<file path="src/rtl/switch_bank_seq.sv">
// Break-before-make sequencer for a bank of short-circuit switches (at most one shorted at a time).
// Optional automatic sweep over all channels is built when SWITCH_BANK_SWEEP_EN is defined.
module switch_bank_seq #(
  parameter int CHANNELS = 4,
  parameter int SETTLE   = 8,
  localparam int SELW    = (CHANNELS > 2) ? $clog2(CHANNELS) : 1
) (
  input  logic                clk,
  input  logic                rst,
  input  logic                req_valid,
  output logic                req_ready,
  input  logic [SELW-1:0]     req_ch,
  input  logic                req_open,
`ifdef SWITCH_BANK_SWEEP_EN
  input  logic                sweep_start,
`endif
  output logic [CHANNELS-1:0] sw_en,
  output logic                busy,
  output logic                done,
  output logic                err
);

  typedef enum logic [1:0] {
    S_IDLE  = 2'd0,
    S_BREAK = 2'd1,
    S_MAKE  = 2'd2,
    S_DONE  = 2'd3
  } state_t;

  localparam logic [CHANNELS-1:0] ONE      = CHANNELS'(1);
  localparam logic [7:0]          CNT_LOAD = 8'(SETTLE - 1);
  localparam logic [SELW-1:0]     CH_LAST  = SELW'(CHANNELS - 1);

  state_t          state;
  logic [7:0]      cnt;
  logic [SELW-1:0] ch_q;
  logic            open_q;
  logic            accept;
  logic            ch_legal;
  logic            same_ch;
  logic            sweep_go;

`ifdef SWITCH_BANK_SWEEP_EN
  logic            sweep_act;
  assign sweep_go = (state == S_IDLE) && req_ready && sweep_start;
`else
  assign sweep_go = 1'b0;
`endif

  assign accept   = (state == S_IDLE) && req_ready && req_valid && !sweep_go;
  assign ch_legal = int'(req_ch) < CHANNELS;
  // Out-of-range indices shift the one-hot mask to zero, so they never match.
  assign same_ch  = (sw_en & (ONE << req_ch)) != '0;

  always_ff @(posedge clk or posedge rst) begin
    if (rst) begin
      state     <= S_IDLE;
      cnt       <= '0;
      ch_q      <= '0;
      open_q    <= 1'b0;
      sw_en     <= '0;
      req_ready <= 1'b0;
      busy      <= 1'b0;
      done      <= 1'b0;
      err       <= 1'b0;
`ifdef SWITCH_BANK_SWEEP_EN
      sweep_act <= 1'b0;
`endif
    end else begin
      done <= 1'b0;
      err  <= 1'b0;
      case (state)
        S_IDLE: begin
          req_ready <= 1'b1;
          busy      <= 1'b0;
          if (sweep_go) begin
`ifdef SWITCH_BANK_SWEEP_EN
            sweep_act <= 1'b1;
`endif
            ch_q      <= '0;
            open_q    <= 1'b0;
            state     <= S_BREAK;
            sw_en     <= '0;
            cnt       <= CNT_LOAD;
            busy      <= 1'b1;
            req_ready <= 1'b0;
          end else if (accept) begin
            if (!req_open && !ch_legal) begin
              err <= 1'b1;
            end else if (!req_open && same_ch) begin
              state     <= S_DONE;
              done      <= 1'b1;
              busy      <= 1'b1;
              req_ready <= 1'b0;
            end else begin
              ch_q      <= req_ch;
              open_q    <= req_open;
              state     <= S_BREAK;
              sw_en     <= '0;
              cnt       <= CNT_LOAD;
              busy      <= 1'b1;
              req_ready <= 1'b0;
            end
          end
        end

        S_BREAK: begin
          if (cnt == 8'd0) begin
            if (open_q) begin
              state <= S_DONE;
              done  <= 1'b1;
            end else begin
              state <= S_MAKE;
              sw_en <= ONE << ch_q;
              cnt   <= CNT_LOAD;
            end
          end else begin
            cnt <= cnt - 8'd1;
          end
        end

        S_MAKE: begin
          if (cnt == 8'd0) begin
            state <= S_DONE;
            done  <= 1'b1;
          end else begin
            cnt <= cnt - 8'd1;
          end
        end

        S_DONE: begin
          state     <= S_IDLE;
          req_ready <= 1'b1;
          busy      <= 1'b0;
`ifdef SWITCH_BANK_SWEEP_EN
          // A sweep chains straight into the next break; the final step opens everything.
          if (sweep_act) begin
            if (open_q) begin
              sweep_act <= 1'b0;
            end else begin
              if (ch_q == CH_LAST) begin
                open_q <= 1'b1;
              end else begin
                ch_q <= ch_q + 1'b1;
              end
              state     <= S_BREAK;
              sw_en     <= '0;
              cnt       <= CNT_LOAD;
              req_ready <= 1'b0;
              busy      <= 1'b1;
            end
          end
`endif
        end

        default: state <= S_IDLE;
      endcase
    end
  end

endmodule

</file>
<file path="config.mk">
export PLATFORM = sky130hd
export DESIGN_NAME = switch_bank_seq
export DESIGN_NICKNAME = d
export VERILOG_FILES = /design/src/rtl/switch_bank_seq.sv
export SDC_FILE = /design/constraint.sdc
export NUM_CORES = 1
export LEC_CHECK = 0
export BUFFER_PORTS_ARGS = -buffer_cell sky130_fd_sc_hd__buf_2
export CAP_MARGIN = 25
export CORE_MARGIN = 5
export CORE_UTILIZATION = 40
export DETAILED_ROUTE_END_ITERATION = 10
export GPL_TIMING_DRIVEN = 1
export HOLD_SLACK_MARGIN = 0.05
export SYNTH_ARGS = -nofsm -noshare
export SYNTH_HDL_FRONTEND = slang
export SYNTH_SLANG_ARGS = --single-unit
</file>
<file path="constraint.sdc">
create_clock -name clk -period 2.37 [get_ports clk]
set_input_delay 0.5925 -clock clk [delete_from_list [all_inputs] [get_ports clk]]
set_output_delay 0.5925 -clock clk [all_outputs]
set_load 0.005 [all_outputs]
</file>
* After elaboration in Yosys (flattened, before gate mapping)
Cells that the tools add are included.
** Word-level totals
- Input bits :: 6
- Register bits :: 20
- Word-level logic and storage cells :: 64
** Cells by class
- Eq/ne operators :: 10
- Bitwise logic cells :: 2
- Shifts and indexed selects :: 2
- Reduce and logical (&&, ||, !) cells :: 14
- $add $sub $neg :: 1
- Multiplexer cells :: 27
** Operators by type and width (count)
- two-way mux 8 bit :: 5
- one-hot mux 8 bit (3 select lines) :: 1
- two-way mux 4 bit :: 4
- inequality test 2 bit, second input constant :: 6
- AND reduction 5 bit :: 2
- logical NOT 8 bit :: 1
- two-way mux 1 bit :: 8
- two-way mux 2 bit :: 4
- one-hot mux 2 bit (4 select lines) :: 1
- one-hot mux 4 bit (2 select lines) :: 1
- << shifter 1 x 2 -> 4 bit, first input constant :: 2
- subtractor 8 x 1 -> 8 bit, second input constant :: 1
- AND reduction 3 bit :: 2
- bitwise AND 4 bit :: 1
- equality test 2 bit, second input constant :: 2
- one-hot mux 1 bit (2 select lines) :: 2
- nonzero test 2 bit :: 2
- nonzero test 4 bit :: 1
- logical AND 1 bit :: 3
- inequality test 3 bit, second input constant :: 1
- one-hot mux 1 bit (3 select lines) :: 1
- nonzero test 3 bit :: 1
- equality test 2 x 1 -> 1 bit, second input constant :: 1
- logical NOT 2 bit :: 1
- 2 further kinds :: 2

* Logic depth before layout (Yosys ltp)
Gate-level depths: netlist (run 1).
- Depth in word-level cells :: 7
- Depth in mapped cells :: 7

* Worst setup path before layout (run 1)
OpenSTA, ideal clock, no wires.
- Path kind :: input-to-reg
- From :: input req_ch[0]
- To :: register cnt[4]
- Cell stages on the path :: 6
- Library setup time :: 0.121 ns
- Arrival :: 2.206 ns
- Path buffers :: 1
- Slack :: 0.043 ns
- Path through :: mux4_2 and2_4 buf_6 a2111oi_4 o21ai_1 a22o_1
** Between the ends
- Longest elaborated chain between the ends :: 6
** Ends and longest elaborated chain
- from (decl) :: RTL line 12 : input logic [SELW-1:0] req_ch,
- << shifter 1 x 2 -> 4 bit :: RTL line 53 : assign same_ch = (sw_en & (ONE << req_ch)) != '0;
- bitwise AND 4 bit :: RTL line 53
- nonzero test 4 bit :: RTL line 53
- logical AND 1 bit :: RTL line 90 : end else if (!req_open && same_ch) begin
- inequality test 2 bit (no line)
- AND reduction 5 bit (no line)
- to (signal assigned) :: RTL line 118 : cnt <= cnt - 8'd1;
- to (signal assigned) :: RTL line 127 : cnt <= cnt - 8'd1;
- to (decl) :: RTL line 35 : logic [7:0] cnt;
Every way passes these cells.
A chain may end at the register's enable or synchronous reset.

* Worst setup path in the final report (run 1)
- From :: register cnt[3]
- To :: register cnt[2]
** Between the ends
- Longest elaborated chain between the ends :: 3
- Elaborated cells between the ends (all ways) :: 6
** Ends and longest elaborated chain (RTL line)
- logical NOT 8 bit * :: 108, 123
- inequality test 3 bit (no line) (tied with other cells)
- AND reduction 5 bit (no line) or one-hot mux 8 bit (3 select lines) (tied branches)
Every way passes the cells marked *; elsewhere a longest branch is shown, timed or not.

==> results.json, run 1 <==
{
  "finClkSkew_ns": 0.00978,
  "p_leak_nw": 0.687,
  "worst_skew_pair.late_latency_ns": 0.31,
  "first_pass_iters": 4,
  "coreArea_um2": 2980,
  "root_buffer": "clkbuf_4",
  "arrival_ns": 2.41,
  "row_count": 20,
  "syn_avg_cell_area_um2": 10.2,
  "worstPathCellList": "or3_1 -> nor4b_2 -> a2111oi_4 -> buf_4 -> buf_4 -> a22o_1",
  "p_per_area_nw_per_um2": 1410,
  "p_seq_share_pct": 30.3,
  "peakVddDrop_mv": 0.512,
  "cp_slowest_stage_delay_ns": 0.52,
  "syn_area_um2": 1200,
  "drc": 0,
  "vias": 958,
  "ant_nets": 0,
  "setup_ws_ns": 0.160,
  "finalWorstPathRequiredPeriod_ns": 2.21,
  "yosysMostFrequentCell": "dfrtp_1",
  "synth.distinct_cells": 42,
  "worstPathRequired_ns": 2.57,
  "synth_nets": 130,
  "power_frac_comb_pct": 55.3,
  "grt_usage_pct": 13.6,
  "numCtsBuffers": 3,
  "hold_class": "primary input to async pin",
  "path_max_fanout": 7,
  "seq_area_frac_synth_pct": 41.5,
  "worstMarginPinSlew_ns": 0.738,
  "synth_seq_cells": 20,
  "port_buffers": 12,
  "finalCritPeriodShare_pct": 93.2,
  "setup_viol_count_final": 0,
  "cts_num_sinks": 20,
  "synthTopCellsByArea": "dfrtp_1 (42%), ha_1 (6.2%), mux2_2 (5.6%)",
  "clkPwrFrac_pct": 14.4,
  "grt_pass1_vias": 989,
  "die_height_um": 64.9,
  "vias_per_cell": 5.70,
  "first_iter_violations": 71,
  "crit_path_frequent_cell": "buf_4",
  "antenna_cells": 0,
  "end_kind": "flop",
  "grt.overflow.total": 0,
  "synthFlopType": "dfrtp_1",
  "run_status": "finished clean",
  "gp_congestion": 0.817,
  "synth_area_leader_cell": "dfrtp_1",
  "p_total_mw": 1.95,
  "grt_pass1_wl_um": 4460,
  "clk_pin_slew_ns": 0.12,
  "synth_top_cell_area_share_pct": 41.5,
  "area_delta_synth_final_pct": 15.0,
  "cpMaxStageDelayCell": "or3_1",
  "antenna_found_initial": 0,
  "htree_levels": 1,
  "die_x_um": 64.9,
  "synth_edf_count": 0,
  "switching_power_uw": 820,
  "nNetsFinal": 148,
  "worst-setup-path-type": "flop to flop",
  "clk_path_buf_depth": 2,
  "dieArea_um2": 4210,
  "drv_cap": 0,
  "yosysWarnings": 0,
  "p_int_mw": 1.13,
  "drv_slew": 0,
  "synth_common_cells": "dfrtp_1 (20), nor2_1 (11), inv_1 (8)",
  "grt_max_degree": 21,
  "cts_tree": "built",
  "swShare_pct": 42.0,
  "tns_ns": 0,
  "rsz0062_at_grt": "false",
  "async_reset_ff_share_pct": 100,
  "drive_gt1_share_pct": 27.4,
  "startpoint_type": "flop",
  "start_util_pct": 40.5,
  "dp_slack_ns": 0.0248,
  "max-slew-margin-rel_pct": 50.8,
  "cts_setup_buffers": 0,
  "drt-total-wl_um": 2600,
  "avgRoutedWirePerCell_um": 15.4,
  "synth_cells": 118,
  "dp_hpwl_um": 1970,
  "finalNonFillerCells": 168,
  "fmax_mhz": 453,
  "finalHoldViolCount": 0,
  "dp.cells": 164,
  "ios": 14
}
final timing paths:
path	startpoint	to	slack, ns	depth (start not counted)
setup / recovery	cnt[3]$_DFFE_PP0P_	cnt[2]$_DFFE_PP0P_	0.16	6
hold / removal	rst	cnt[1]$_DFFE_PP0P_	0.38	2
setup reg to reg	cnt[3]$_DFFE_PP0P_	cnt[2]$_DFFE_PP0P_	0.16	6
hold reg to reg	cnt[5]$_DFFE_PP0P_	cnt[5]$_DFFE_PP0P_	0.52	1
max in group asynchronous	rst	state[0]$_DFFE_PP0P_	1.52	2
min in group clk	cnt[5]$_DFFE_PP0P_	cnt[5]$_DFFE_PP0P_	0.52	1
registers in the layout, indices dropped and copies added, names as in the netlist:
| signal | flops |
|---|---|
| busy | 1 |
| done | 1 |
| ch_q | 2 |
| cnt | 8 |
| state | 2 |
| sw_en | 4 |
| open_q | 1 |
| req_ready | 1 |
through the flow:
stage	utilization (%)	hold slack [ns]	cell area [µm²]
2_1_floorplan	-	0.460	1200
3_3_place_gp	44.3	0.461	1320
3_5_place_dp	44.3	0.499	1320
4_1_cts	46.1	0.417	1370
5_1_grt	46.5	0.444	1390
6_report	46.5	0.384	1390
power groups by stage:
| stage | Sequential, mW | Clock (mW) | Combinational, mW |
|---|---|---|---|
| 3_3_place_gp | 0.589 | 0 | 1.02 |
| 2_1_floorplan | 0.568 | 0 | 0.783 |
| 3_5_place_dp | 0.599 | 0 | 1.06 |
| 6_report | 0.590 | 0.282 | 1.08 |
| 5_1_grt | 0.615 | 0.310 | 1.21 |
| 4_1_cts | 0.593 | 0.290 | 1.06 |
layout make-up:
type                            count  area [µm²]
Clock buffer                        3        22.5
Inverter                            8        30.0
Fill cell                         282        1590
Multi-Input combinational cell     85         656
Timing Repair Buffer               18         105
Clock inverter                      1        30.0
Tap cell                           33        41.3
Sequential cell                    20         500
cell usage in the layout, fill, tap and decap left out, types with 3 or more instances in the layout:
master / instances
nor3_1: 6
a21oi_1: 3
clkbuf_4: 3
a22o_1: 6
ha_1: 6
or3_1: 3
nand2_1: 3
mux2_2: 6
inv_1: 8
o21ai_0: 5
buf_2: 12
buf_4: 6
nor2_1: 11
o21ai_1: 6
dfrtp_1: 20
routing by layer:
metal  track usage [%]  vias to the layer above  routed length (µm)
met3              3.99                        4                 146
met1              16.6                      467                1110
met5                 0                        -                   0
met4              3.17                        0                  25
met2              23.5                       24                1310
li1                  -                      463                   -
critical path, delay by kind of cell (launching register included):
| kind | cells | cell delay [ns] |
|---|---|---|
| compound gates | 2 | 0.30 |
| buf+inv | 2 | 0.34 |
| flops | 1 | 0.45 |
| simple gates | 2 | 1.02 |
cell families (layout without fill, tap and decap cells):
group | after synthesis | after routing | synth area share (%)
and+or+nand+nor | 36 | 36 | 17.0
DFF | 20 | 20 | 41.5
AOI/OAI and AO/OA | 34 | 34 | 21.5
other | 1 | 1 | 0.311
buffers and inverters | 13 | 30 | 5.09
adders and majority gates | 6 | 6 | 6.23
muxes | 8 | 8 | 8.31
what timing repair did:
item	4_1_cts	5_1_grt
resized for setup	0	2
hold buffers	0	0
endpoints found under the hold margin	0	0
endpoints found under the setup margin	0	7
Note: power is estimated with default switching activity, not from simulation.
==> run 2, diff against run 1 <==
--- a/config.mk
+++ b/config.mk
@@ -8,10 +8,11 @@
 export BUFFER_PORTS_ARGS = -buffer_cell sky130_fd_sc_hd__buf_2
 export CAP_MARGIN = 25
 export CORE_MARGIN = 5
-export CORE_UTILIZATION = 40
+export CORE_UTILIZATION = 56
 export DETAILED_ROUTE_END_ITERATION = 10
-export GPL_TIMING_DRIVEN = 1
+export GPL_TIMING_DRIVEN = 0
 export HOLD_SLACK_MARGIN = 0.05
+export PLACE_DENSITY = 0.77
 export SYNTH_ARGS = -nofsm -noshare
 export SYNTH_HDL_FRONTEND = slang
 export SYNTH_SLANG_ARGS = --single-unit
==> run 2 against run 1 <==
  * Design area shrank 0.45%
  * Critical path depth grew 1
  * Sequential share of layout area grew 0.16 points
  * Clock power shrank 30%
  * Power shrank 5.3%
  * Register-to-register slack lost 0.02 ns
  * Critical endpoint is now cnt[7]$_DFFE_PP0P_
  * Maximum frequency shrank 0.82%
  * Highest routed layer unchanged
==> results.json, run 2 (synthesized netlist as in run 1, its figures left out) <==
{
  "run_status": "finished clean",
  "top_register": "cnt",
  "worst-setup-path-type": "flop to flop",
  "avgRoutedWirePerCell_um": 13.9,
  "swShare_pct": 43.5,
  "port_buffers": 12,
  "root_buffer": "clkbuf_4",
  "multi_input_area_um2": 657,
  "clk_pin_slew_ns": 0.11,
  "start_util_pct": 60.2,
  "setup_viol_count_final": 0,
  "nNetsFinal": 151,
  "first_pass_iters": 4,
  "finClkSkew_ns": 0.00120,
  "p_int_mw": 1.04,
  "dpl_cell_area_um2": 1300,
  "vias": 932,
  "die_height_um": 56.4,
  "tns_ns": 0,
  "hold_class": "primary input to async pin",
  "drive_gt1_share_pct": 27.5,
  "grt_pass1_wl_um": 4080,
  "seq_area_um2": 500,
  "largest_reg_flops": 8,
  "drv_cap": 0,
  "worstMarginPinSlew_ns": 0.748,
  "cts_hold_repair.buffers": 0,
  "antenna_found_initial": 0,
  "drv_slew": 0,
  "max-slew-margin-rel_pct": 50.1,
  "grt_max_degree": 21,
  "peakVddDrop_mv": 0.847,
  "dp_slack_ns": -0.264,
  "top_regs": "cnt: 8 flops, sw_en: 4 flops",
  "worstPathCellList": "or3_1 -> buf_2 -> nor4_4 -> buf_4 -> a2bb2oi_2 -> o21ai_1 -> a22o_1",
  "design_area_um2": 1380,
  "row_count": 16,
  "final_cell_mix": "dfrtp_1 (20), buf_2 (13), nor2_1 (11)",
  "htree_levels": 1,
  "fmax_mhz": 449,
  "p_seq_share_pct": 31.8,
  "power_frac_comb_pct": 57.5,
  "end_kind": "flop",
  "numCtsBuffers": 3,
  "cpMaxStageDelayCell": "dfrtp_1",
  "path_max_fanout": 7,
  "die_x_um": 56.4,
  "grt.overflow.total": 0,
  "p_per_area_nw_per_um2": 1340,
  "setup_ws_ns": 0.142,
  "ant_nets": 0,
  "switching_power_uw": 803,
  "ios": 14,
  "fillers": 157,
  "clkPwrFrac_pct": 10.7,
  "worstPathRequired_ns": 2.58,
  "arrival_ns": 2.43,
  "cts_num_sinks": 20,
  "critPathTopFamily": "simple AND/OR/NAND/NOR gates",
  "drc": 0,
  "p_leak_nw": 0.690,
  "dieArea_um2": 3180,
  "coreArea_um2": 2000,
  "cts_tree": "built",
  "finalCritPeriodShare_pct": 94.0,
  "grt_pass1_vias": 932,
  "worst_skew_pair.late_latency_ns": 0.30,
  "grt_usage_pct": 16.1,
  "dp_hpwl_um": 1710,
  "finalHoldViolCount": 0,
  "gp_congestion": 0.763,
  "vias_per_cell": 5.65,
  "clk_path_buf_depth": 2,
  "cp_slowest_stage_delay_ns": 0.44,
  "crit_buf_inv": 2,
  "first_iter_violations": 15,
  "layout_commonest_cell": "dfrtp_1",
  "finalWorstPathRequiredPeriod_ns": 2.23,
  "antenna_cells": 0,
  "startpoint_type": "flop",
  "drt-total-wl_um": 2290,
  "area_delta_synth_final_pct": 14.4
}
[run 2: final cells by class]
type / instances / area share, %
inverters: 8 / 2.18
repair buffers: 16 / 6.53
flip-flops and latches: 20 / 36.3
plain buffers: 5 / 2.27
well taps: 27 / 2.45
clock buffers: 4 / 2.63
multi-input cells: 85 / 47.6
[run 2: worst register-to-register path, stage by stage (launching register included)]
cell	delay [ns]
dfrtp_1	0.44
or3_1	0.38
buf_2	0.18
nor4_4	0.32
buf_4	0.18
a2bb2oi_2	0.27
o21ai_1	0.13
a22o_1	0.23
[run 2: final timing paths]
kind	startpoint	end	slack, ns	cells after the start
min	rst	ch_q[1]$_DFFE_PP0P_	0.40	2
max	cnt[3]$_DFFE_PP0P_	cnt[7]$_DFFE_PP0P_	0.14	7
max reg2reg	cnt[3]$_DFFE_PP0P_	cnt[7]$_DFFE_PP0P_	0.14	7
min reg2reg	busy$_DFFE_PP0P_	busy$_DFFE_PP0P_	0.49	1
min in group clk	busy$_DFFE_PP0P_	busy$_DFFE_PP0P_	0.49	1
max in group asynchronous	rst	busy$_DFFE_PP0P_	1.51	2
[run 2: stage by stage]
| stage | cells | power (mW) | hold WS (ns) | util (%) |
|---|---|---|---|---|
| floorplan | 118 | 1.35 | 0.460 | - |
| global placement | 157 | 1.54 | 0.470 | 64.9 |
| detailed placement | 157 | 1.58 | 0.472 | 64.9 |
| CTS | 161 | 1.78 | 0.426 | 66.7 |
| global route | 165 | 2.03 | 0.447 | 68.9 |
| finish | 165 | 1.85 | 0.398 | 68.9 |
[run 2: power by group through the flow]
| stage | logic, mW | clock network (mW) | registers, mW |
|---|---|---|---|
| floorplan | 0.783 | 0 | 0.568 |
| global placement | 0.953 | 0 | 0.587 |
| detailed placement | 0.984 | 0 | 0.593 |
| CTS | 0.986 | 0.207 | 0.587 |
| global route | 1.18 | 0.227 | 0.615 |
| finish | 1.06 | 0.197 | 0.588 |
[run 2: routing by layer]
metal / GRT usage [%] / share of wire (%)
met5: 0 / 0
met1: 20.1 / 47
met2: 26.9 / 47
met4: 8.47 / 2.1
met3: 2.06 / 3.8
[run 2: timing repair]
action                     4_1_cts  5_1_grt
setup endpoints to repair        0       11
buffers inserted                 0        4
gates resized for setup          0        2
